--- src/rtl/prim_secded_inv_39_32_dec_pipe.sv ---
// Decoder for inverted Hsiao SECDED(39,32) codewords. It un-inverts the word,
//   computes the syndrome, corrects single-bit data errors and flags double-bit errors.
// Latency is 2 cycles from input handshake to out_valid_o. Throughput is 1 word/cycle.
// Backpressure: the output holds until out_ready_i. in_ready_o is combinational from out_ready_i.
//
// Ports:
//   clk_i, rst_i             : clock and asynchronous active-high reset
//   in_valid_i/in_ready_o    : input handshake for cw_i (inverted codeword, [38:32] check)
//   out_valid_o/out_ready_i  : output handshake for data_o, syndrome_o, err_o {double, single}
//   cnt_clr_i                : synchronous clear of both event counters (wins over increment)
//   single_cnt_o/double_cnt_o: saturating counts of single/double error results accepted
module prim_secded_inv_39_32_dec_pipe #(
  parameter int CntW      = 16,
  parameter bit EnCorrect = 1'b1
) (
  input  logic            clk_i,
  input  logic            rst_i,
  input  logic            in_valid_i,
  output logic            in_ready_o,
  input  logic [38:0]     cw_i,
  output logic            out_valid_o,
  input  logic            out_ready_i,
  output logic [31:0]     data_o,
  output logic [6:0]      syndrome_o,
  output logic [1:0]      err_o,
  input  logic            cnt_clr_i,
  output logic [CntW-1:0] single_cnt_o,
  output logic [CntW-1:0] double_cnt_o
);

  // The encoder stores these check bits inverted, so a cleared memory does not decode as valid.
  localparam logic [38:0] InvMask = 39'h2A00000000;

  // Data-bit rows of the parity-check matrix, where HMat[k] is row k.
  localparam logic [6:0][31:0] HMat = {
    32'h98505586, 32'h2DCC624C, 32'hC2C1323B, 32'h31234ED1,
    32'h413D89AA, 32'hDEBA8050, 32'h2606BD25
  };

  logic        s1_vld_q;
  logic [38:0] s1_u_q,   s1_u_d;
  logic [6:0]  s1_syn_q, s1_syn_d;

  logic        s2_vld_q;
  logic [31:0] s2_data_q, s2_data_d;
  logic [6:0]  s2_syn_q;
  logic [1:0]  s2_err_q,  s2_err_d;

  logic [CntW-1:0] single_cnt_q, single_cnt_d;
  logic [CntW-1:0] double_cnt_q, double_cnt_d;

  logic s2_adv, in_hs, out_hs;

  assign s2_adv     = ~s2_vld_q | out_ready_i;
  assign in_ready_o = ~s1_vld_q | s2_adv;
  assign in_hs      = in_valid_i & in_ready_o;
  assign out_hs     = s2_vld_q & out_ready_i;

  // Stage 1: un-invert the codeword and compute the syndrome.
  // Each check bit contributes to its own syndrome bit only.
  always_comb begin
    s1_u_d   = cw_i ^ InvMask;
    s1_syn_d = '0;
    for (int k = 0; k < 7; k++) begin
      s1_syn_d[k] = (^(s1_u_d[31:0] & HMat[k])) ^ s1_u_d[32+k];
    end
  end

  // Stage 2: correct the data and classify the error.
  // A data bit flips only when the syndrome equals that bit's column exactly.
  // Check-bit errors (one-hot syndrome) and odd syndromes that match no column
  // therefore leave the data unchanged.
  always_comb begin
    logic [6:0] col;
    s2_data_d = s1_u_q[31:0];
    col       = '0;
    for (int j = 0; j < 32; j++) begin
      for (int k = 0; k < 7; k++) begin
        col[k] = HMat[k][j];
      end
      if (EnCorrect && (s1_syn_q == col)) begin
        s2_data_d[j] = ~s1_u_q[j];
      end
    end
    s2_err_d = {(|s1_syn_q) & ~(^s1_syn_q), ^s1_syn_q};
  end

  always_ff @(posedge clk_i or posedge rst_i) begin
    if (rst_i) begin
      s1_vld_q <= 1'b0;
      s1_u_q   <= '0;
      s1_syn_q <= '0;
    end else if (in_hs) begin
      s1_vld_q <= 1'b1;
      s1_u_q   <= s1_u_d;
      s1_syn_q <= s1_syn_d;
    end else if (s2_adv) begin
      s1_vld_q <= 1'b0;
    end
  end

  always_ff @(posedge clk_i or posedge rst_i) begin
    if (rst_i) begin
      s2_vld_q  <= 1'b0;
      s2_data_q <= '0;
      s2_syn_q  <= '0;
      s2_err_q  <= '0;
    end else if (s2_adv) begin
      s2_vld_q <= s1_vld_q;
      if (s1_vld_q) begin
        s2_data_q <= s2_data_d;
        s2_syn_q  <= s1_syn_q;
        s2_err_q  <= s2_err_d;
      end
    end
  end

  // Counters count only the results that are accepted, so a held output is counted once.
  always_comb begin
    single_cnt_d = single_cnt_q;
    double_cnt_d = double_cnt_q;
    if (cnt_clr_i) begin
      single_cnt_d = '0;
      double_cnt_d = '0;
    end else if (out_hs) begin
      if (s2_err_q[0] && (single_cnt_q != '1)) single_cnt_d = single_cnt_q + CntW'(1);
      if (s2_err_q[1] && (double_cnt_q != '1)) double_cnt_d = double_cnt_q + CntW'(1);
    end
  end

  always_ff @(posedge clk_i or posedge rst_i) begin
    if (rst_i) begin
      single_cnt_q <= '0;
      double_cnt_q <= '0;
    end else begin
      single_cnt_q <= single_cnt_d;
      double_cnt_q <= double_cnt_d;
    end
  end

  assign out_valid_o  = s2_vld_q;
  assign data_o       = s2_data_q;
  assign syndrome_o   = s2_syn_q;
  assign err_o        = s2_err_q;
  assign single_cnt_o = single_cnt_q;
  assign double_cnt_o = double_cnt_q;

endmodule

--- config.mk ---
export PLATFORM = sky130hd
export DESIGN_NAME = prim_secded_inv_39_32_dec_pipe
export DESIGN_NICKNAME = d
export VERILOG_FILES = /design/src/rtl/prim_secded_inv_39_32_dec_pipe.sv
export SDC_FILE = /design/constraint.sdc
export NUM_CORES = 1
export LEC_CHECK = 0
export CORE_ASPECT_RATIO = 0.9
export CORE_MARGIN = 2
export CORE_UTILIZATION = 48
export DETAILED_ROUTE_END_ITERATION = 12
export GPL_TIMING_DRIVEN = 0
export PLACE_DENSITY_LB_ADDON = 0.08
export SLEW_MARGIN = 0
export SYNTH_ARGS = -nofsm -noshare
export SYNTH_HDL_FRONTEND = slang
export SYNTH_SLANG_ARGS = --single-unit
--- constraint.sdc ---
create_clock -name clk_i -period 3.2 [get_ports clk_i]
set_clock_uncertainty 0.05 [all_clocks]
set_input_delay 0.32 -clock clk_i [delete_from_list [all_inputs] [get_ports clk_i]]
set_output_delay 0.32 -clock clk_i [all_outputs]
set_load 0.02 [all_outputs]
==> flow_metrics.tcl, run 1 <==
set metrics [dict create \
    status "complete, no violations" \
    path_class "input pin to register" \
    top_layer_used "met4" \
    final-setup-viol-count 0 \
    root_buffer "clkbuf_16" \
    clock_sinks 114 \
    syn_to_final_growth_pct 31.7 \
    clockBufferDepth 2 \
    tightest_slew_ns 0.941 \
    via_count 5129 \
    initial_utilization 0.493 \
    drt-met1-wl_mm 7.19 \
    r2r_start "single_cnt_o[12]$_DFFE_PP0P_" \
    drt_iter0_drc 406 \
    cp-end-kind "register" \
    postLayoutCellArea_sq_um 8270 \
    die_y_um 113 \
    ir_drop_mv 0.542 \
    ys_seq_elements 114 \
    portBuffers 118 \
    tns_ns 0 \
    min_period_ns 2.14 \
    viasPerCell 5.74 \
    r2r-end "single_cnt_o[4]$_DFFE_PP0P_" \
    wl_per_cell_um 18.5 \
    io_pins 119 \
    met3WireLength_um 996 \
    die_area_sq_um 14000 \
    drv_cap 0 \
    p_per_area_nw_per_um2 677 \
    totalWireLength_mm 16.5 \
    grt_pass1_vias 5101 \
    synthCells 579 \
    yosysWarnings 0 \
    cp-start-kind "input pin" \
    fin_nets 776 \
    clk-insertion-delay-late_ns 0.41 \
    cts_hold_buf 0 \
    rows 39 \
    grt_util_all_layers 0.241 \
    leakage_nw 3.34 \
    grt_first_pass_wirelength_mm 26.5 \
    final.period_utilization 0.670 \
    relSlewSlack 0.367 \
    cp_max_fo 10 \
    hold_viol 0 \
    syn_nets 637 \
    core-area_sq_um 12700 \
    hpwl_mm 12.4 \
    grt.overflow.total 0 \
    antenna_cells 0 \
    ys_seq_area_frac 0.454 \
    post_cts_resized 0 \
    syn-mean-instance-area_sq_um 10.8 \
    post-route-util 0.649 \
    rsz0062_at_grt "false" \
    drive_above_1_share 0.107 \
    dr.pass1.iters 5 \
    rrSetupSlack_ns 1.08 \
    place_area_sq_um 7710 \
    crit_start "out_ready_i" \
    cp_data_required_time_ns 3.45 \
    finalMaxSlewViolations 0 \
    min_path_type "input pin to asynchronous set/reset pin" \
    drcViolationCount 0 \
    cts_buffers 17 \
    cts_max_level 4 \
    async_flop_share 1.00 \
    dr_wl_met2_mm 8.02 \
    layoutNonFillerInstCount 894 \
    place.gp.congestion 0.872 \
    cp.arrival_ns 2.39 \
    dp_cells 863 \
    synth_edf_count 0 \
    ff2ff_path_depth 4 \
    ant_nets 0 \
    tritoncts "yes" \
    grt_antenna_before_repair 0 \
    ys_types 47 \
    syn_area_sq_um 6280 \
    grt_max_degree 44 \
    cts.clk_slew.worst_paths_ns 0.05 \
    die_w_um 125 \
    postCtsSetupRepairBufs 0 \
    synth_ff_type "dfrtp_1" \
    critPathCapture "s1_u_q[3]$_DFFE_PP0P_" \
    fmax_mhz 466 \
]
==> metal layers <==
metal,global-route usage,up-vias
met1,0.310,2529
met3,0.0586,26
met4,0.0794,0
li1,-,2386
met2,0.404,188
met5,0,-
==> worst min path at each step <==
stage	from	endpoint	cells after the start
finish	rst_i	data_o[2]$_DFFE_PP0P_	2
global placement	data_o[22]$_DFFE_PP0P_	data_o[22]$_DFFE_PP0P_	2
floorplan	in_valid_i	s1_vld_q$_DFFE_PP0P_	1
CTS	rst_i	syndrome_o[2]$_DFFE_PP0P_	2
detailed placement	data_o[8]$_DFFE_PP0P_	data_o[8]$_DFFE_PP0P_	2
global route	rst_i	single_cnt_o[6]$_DFFE_PP0P_	2
==> power by group <==
group | switching, mW | leakage [nW] | internal, mW
Combinational | 1.05 | 1.63 | 0.847
Sequential | 0.192 | 1.43 | 1.71
Clock | 0.631 | 0.273 | 1.16
Total | 1.88 | 3.34 | 3.72
==> area by class of cell <==
type	count	area (sq um)
buffer	28	108
clock buffer	27	513
clock inverter	4	47.5
fill	1009	4470
inverter	13	52.6
multi-input combinational	424	3270
sequential	114	2850
tap	164	205
timing repair buffer	120	1220
==> synthesized netlist by cell type (2+ instances only) <==
master	instances	area share
and4_1	5	0.0070
nand2_1	61	0.036
o41ai_1	4	0.0056
nor2b_1	3	0.0030
o31ai_1	18	0.022
ha_1	14	0.028
and3_2	2	0.0024
o311ai_0	4	0.0056
xnor3_1	19	0.068
nand2b_1	2	0.0020
mux2_2	35	0.063
nand4_1	27	0.027
xnor2_1	33	0.046
inv_1	13	0.0078
xor2_1	39	0.054
o21ai_0	52	0.041
nor2_1	2	0.0012
clkbuf_1	25	0.015
nand3_1	23	0.018
nor3_1	3	0.0024
or3_1	6	0.0060
buf_2	2	0.0016
or4_1	11	0.013
nor4_1	3	0.0030
or4_2	2	0.0028
nand4b_1	8	0.011
a2111o_1	2	0.0036
o21a_1	2	0.0024
dfrtp_1	114	0.45
a21oi_1	25	0.020
and3_1	3	0.0030
nand3_2	2	0.0032
==> kinds of logic (layout without fill, tap and decap cells) <==
kind of cell             after synthesis  after routing  synth area share
AO/OA/AOI/OAI                        110            110             0.104
XOR/XNOR                              91             91             0.169
buffers and inverters                 41            192            0.0249
flip-flops                           114            114             0.454
AND/OR/NAND/NOR                      173            173             0.156
multiplexers                          36             36            0.0644
adder cells (fa/ha/maj)               14             14            0.0279
==> worst max-delay path, stage by stage <==
cell             delay [ns]
clkdlybuf4s50_1        0.52
nand3b_1               0.28
nand2_1                0.40
clkbuf_1               0.46
mux2_2                 0.39
==> stage by stage <==
step	hold WS, ns	setup WS (ns)	total power [mW]
floorplan	0.378	1.22	3.03
global placement	0.411	0.329	3.75
detailed placement	0.421	0.660	3.80
CTS	0.372	1.08	5.61
global route	0.447	0.892	5.86
finish	0.355	1.06	5.60
==> placed cells by master (no fill, tap or decap), types with 23 or more instances in the layout <==
| cell | Yosys | layout |
|---|---|---|
| mux2_2 | 35 | 35 |
| nand2_1 | 61 | 61 |
| xor2_1 | 39 | 39 |
| clkbuf_1 | 25 | 30 |
| nand4_1 | 27 | 27 |
| dfrtp_1 | 114 | 114 |
| clkdlybuf4s50_1 | 0 | 118 |
| nand3_1 | 23 | 23 |
| o21ai_0 | 52 | 52 |
| a21oi_1 | 25 | 25 |
| xnor2_1 | 33 | 33 |
==> registers in the layout, summed over array words and instances (netlist names), 2 cells and up <==
name and flops:
s1_u_q 32, double_cnt_o 16, data_o 32, err_o 2
syndrome_o 7, s1_syn_q 7, single_cnt_o 16
Power figures use the tool's default switching activity.
==> inputs of run 2 (changes only) <==
==> constraint.sdc (replaced) <==
create_clock -name clk_i -period 1.7 [get_ports clk_i]
set_clock_uncertainty 0.05 [all_clocks]
set_input_delay 0.17 -clock clk_i [delete_from_list [all_inputs] [get_ports clk_i]]
set_output_delay 0.17 -clock clk_i [all_outputs]
set_load 0.02 [all_outputs]
==> run 2 against run 1 <==
Critical path depth did not move; the flow now finishes with violations (negative setup slack); critical endpoint is now single_cnt_o[14]$_DFFE_PP0P_; design area rose by 11%; cell count rose by 6.0%; combinational power rose by 110%; global-route usage rose by 1.9 points.
==> flow_metrics.tcl, run 2 (same netlist as run 1, synthesis figures left out) <==
set metrics [dict create \
    tightest_slew_ns 0.661 \
    violations "negative setup slack" \
    cp.arrival_ns 2.14 \
    clk-insertion-delay-late_ns 0.42 \
    layoutNonFillerInstCount 948 \
    min_period_ns 1.85 \
    status "complete, but fails checks" \
    final_common_cell "clkdlybuf4s50_1" \
    totalWireLength_mm 18.8 \
    grt_antenna_before_repair 0 \
    drcViolationCount 0 \
    initial_utilization 0.493 \
    ant_nets 0 \
    place.gp.congestion 0.909 \
    io_pins 119 \
    finalMaxSlewViolations 0 \
    clockBufferDepth 2 \
    met3WireLength_mm 1.13 \
    p_per_area_nw_per_um2 1180 \
    grt_max_degree 37 \
    cts.clk_slew.worst_paths_ns 0.05 \
    cp-end-kind "register" \
    fin_nets 830 \
    portBuffers 118 \
    cts_buffers 17 \
    mostFrequentLayoutCells "clkdlybuf4s50_1, dfrtp_1, buf_4" \
    min_path_type "input pin to asynchronous set/reset pin" \
    viasPerCell 5.83 \
    tritoncts "yes" \
    cts_max_level 4 \
    relSlewSlack 0.560 \
    antenna_cells 0 \
    cp_max_fo 3 \
    drt_iter0_drc 642 \
    root_buffer "clkbuf_16" \
    die_y_um 113 \
    rsz0062_at_grt "true" \
    die_area_sq_um 14000 \
    top_layer_used "met4" \
    rows 39 \
    dr_wl_met2_mm 9.76 \
    final.period_utilization 1.09 \
    pwr-share-comb 0.360 \
    hold_viol 0 \
    core-area_sq_um 12700 \
    drive_above_1_share 0.313 \
    switching_share 0.342 \
    cp_data_required_time_ns 1.99 \
    p_sw_mw 3.70 \
    total_power_mw 10.8 \
    die_w_um 125 \
    wl_per_cell_um 19.9 \
    hpwl_mm 12.4 \
    drt-met1-wl_mm 7.63 \
    fmax_mhz 541 \
    path_class "register to register" \
    drv_cap 0 \
    power.share.clock 0.301 \
    setup_slack_ns -0.149 \
    cts_hold_buf 0 \
    syn_to_final_growth_pct 46.2 \
    grt_pass1_vias 5422 \
    dp_cells 864 \
    clock_sinks 114 \
    leakage_nw 4.05 \
    grt.overflow.total 0 \
    postLayoutCellArea_sq_um 9180 \
    power_frac_seq 0.338 \
    grt_first_pass_wirelength_mm 28.6 \
    via_count 5529 \
    final-setup-viol-count 18 \
    p_int_mw 7.11 \
    cp-start-kind "register" \
    grt_util_all_layers 0.260 \
    dr.pass1.iters 5 \
    ir_drop_mv 0.753 \
    place_area_sq_um 7820 \
]
## run 2: timing repair
item / 4_1_cts / 5_1_grt
buffers inserted: 27 / 34
resized for setup: 49 / 94
gates cloned: 1 / 1
endpoints found under the setup margin: 82 / 91
pin swaps: 16 / 25
## run 2: final timing paths
path | startpoint | to | slack, ns | depth (start not counted)
setup / recovery | single_cnt_o[0]$_DFFE_PP0P_ | single_cnt_o[14]$_DFFE_PP0P_ | -0.15 | 5
hold / removal | rst_i | data_o[1]$_DFFE_PP0P_ | 0.09 | 2
setup reg to reg | single_cnt_o[0]$_DFFE_PP0P_ | single_cnt_o[14]$_DFFE_PP0P_ | -0.15 | 5
hold reg to reg | data_o[22]$_DFFE_PP0P_ | data_o[22]$_DFFE_PP0P_ | 0.43 | 2
max in group asynchronous | rst_i | s1_u_q[11]$_DFFE_PP0P_ | 0.52 | 5
min in group clk_i | cw_i[26] | s1_u_q[26]$_DFFE_PP0P_ | 0.12 | 2
## run 2: area by class of cell
cell class              count  area [sq um]
well taps                 164           205
plain buffers              19           103
flip-flops and latches    114          2890
repair buffers            182          1740
inverters                  13          55.1
clock inverters             5          27.5
clock buffers              26           509
fillers                   870          3560
multi-input cells         425          3650
## run 2: stage by stage
stage                util  TNS [ns]  hold WS (ns)  setup WS, ns
global route        0.721     -2.68         0.116        -0.193
floorplan               -     -1.00         0.228        -0.123
CTS                 0.679    -0.237        0.0938       -0.0918
finish              0.721     -1.10        0.0857        -0.149
global placement    0.609   -149.03         0.412         -1.15
detailed placement  0.614    -35.59         0.425        -0.531
## run 2: per-layer routing
| layer | up-vias | GRT usage |
|---|---|---|
| li1 | 2491 | - |
| met1 | 2765 | 0.330 |
| met2 | 237 | 0.451 |
| met3 | 36 | 0.0586 |
| met4 | 0 | 0.0757 |
| met5 | - | 0 |
## run 2: critical path, stage by stage, from the launching register on
cell,delay [ns]
dfrtp_2,0.41
ha_4,0.18
inv_4,0.04
or4b_4,0.54
or4_4,0.43
a21oi_2,0.12
## run 2: power by group through the flow
| stage | logic (mW) | registers [mW] | clock network (mW) |
|---|---|---|---|
| 2_1_floorplan | 1.79 | 3.93 | 0 |
| 5_1_grt | 4.15 | 3.71 | 3.40 |
| 3_5_place_dp | 3.55 | 3.65 | 0 |
| 4_1_cts | 3.67 | 3.61 | 3.27 |
| 3_3_place_gp | 3.45 | 3.63 | 0 |
| 6_report | 3.90 | 3.66 | 3.26 |
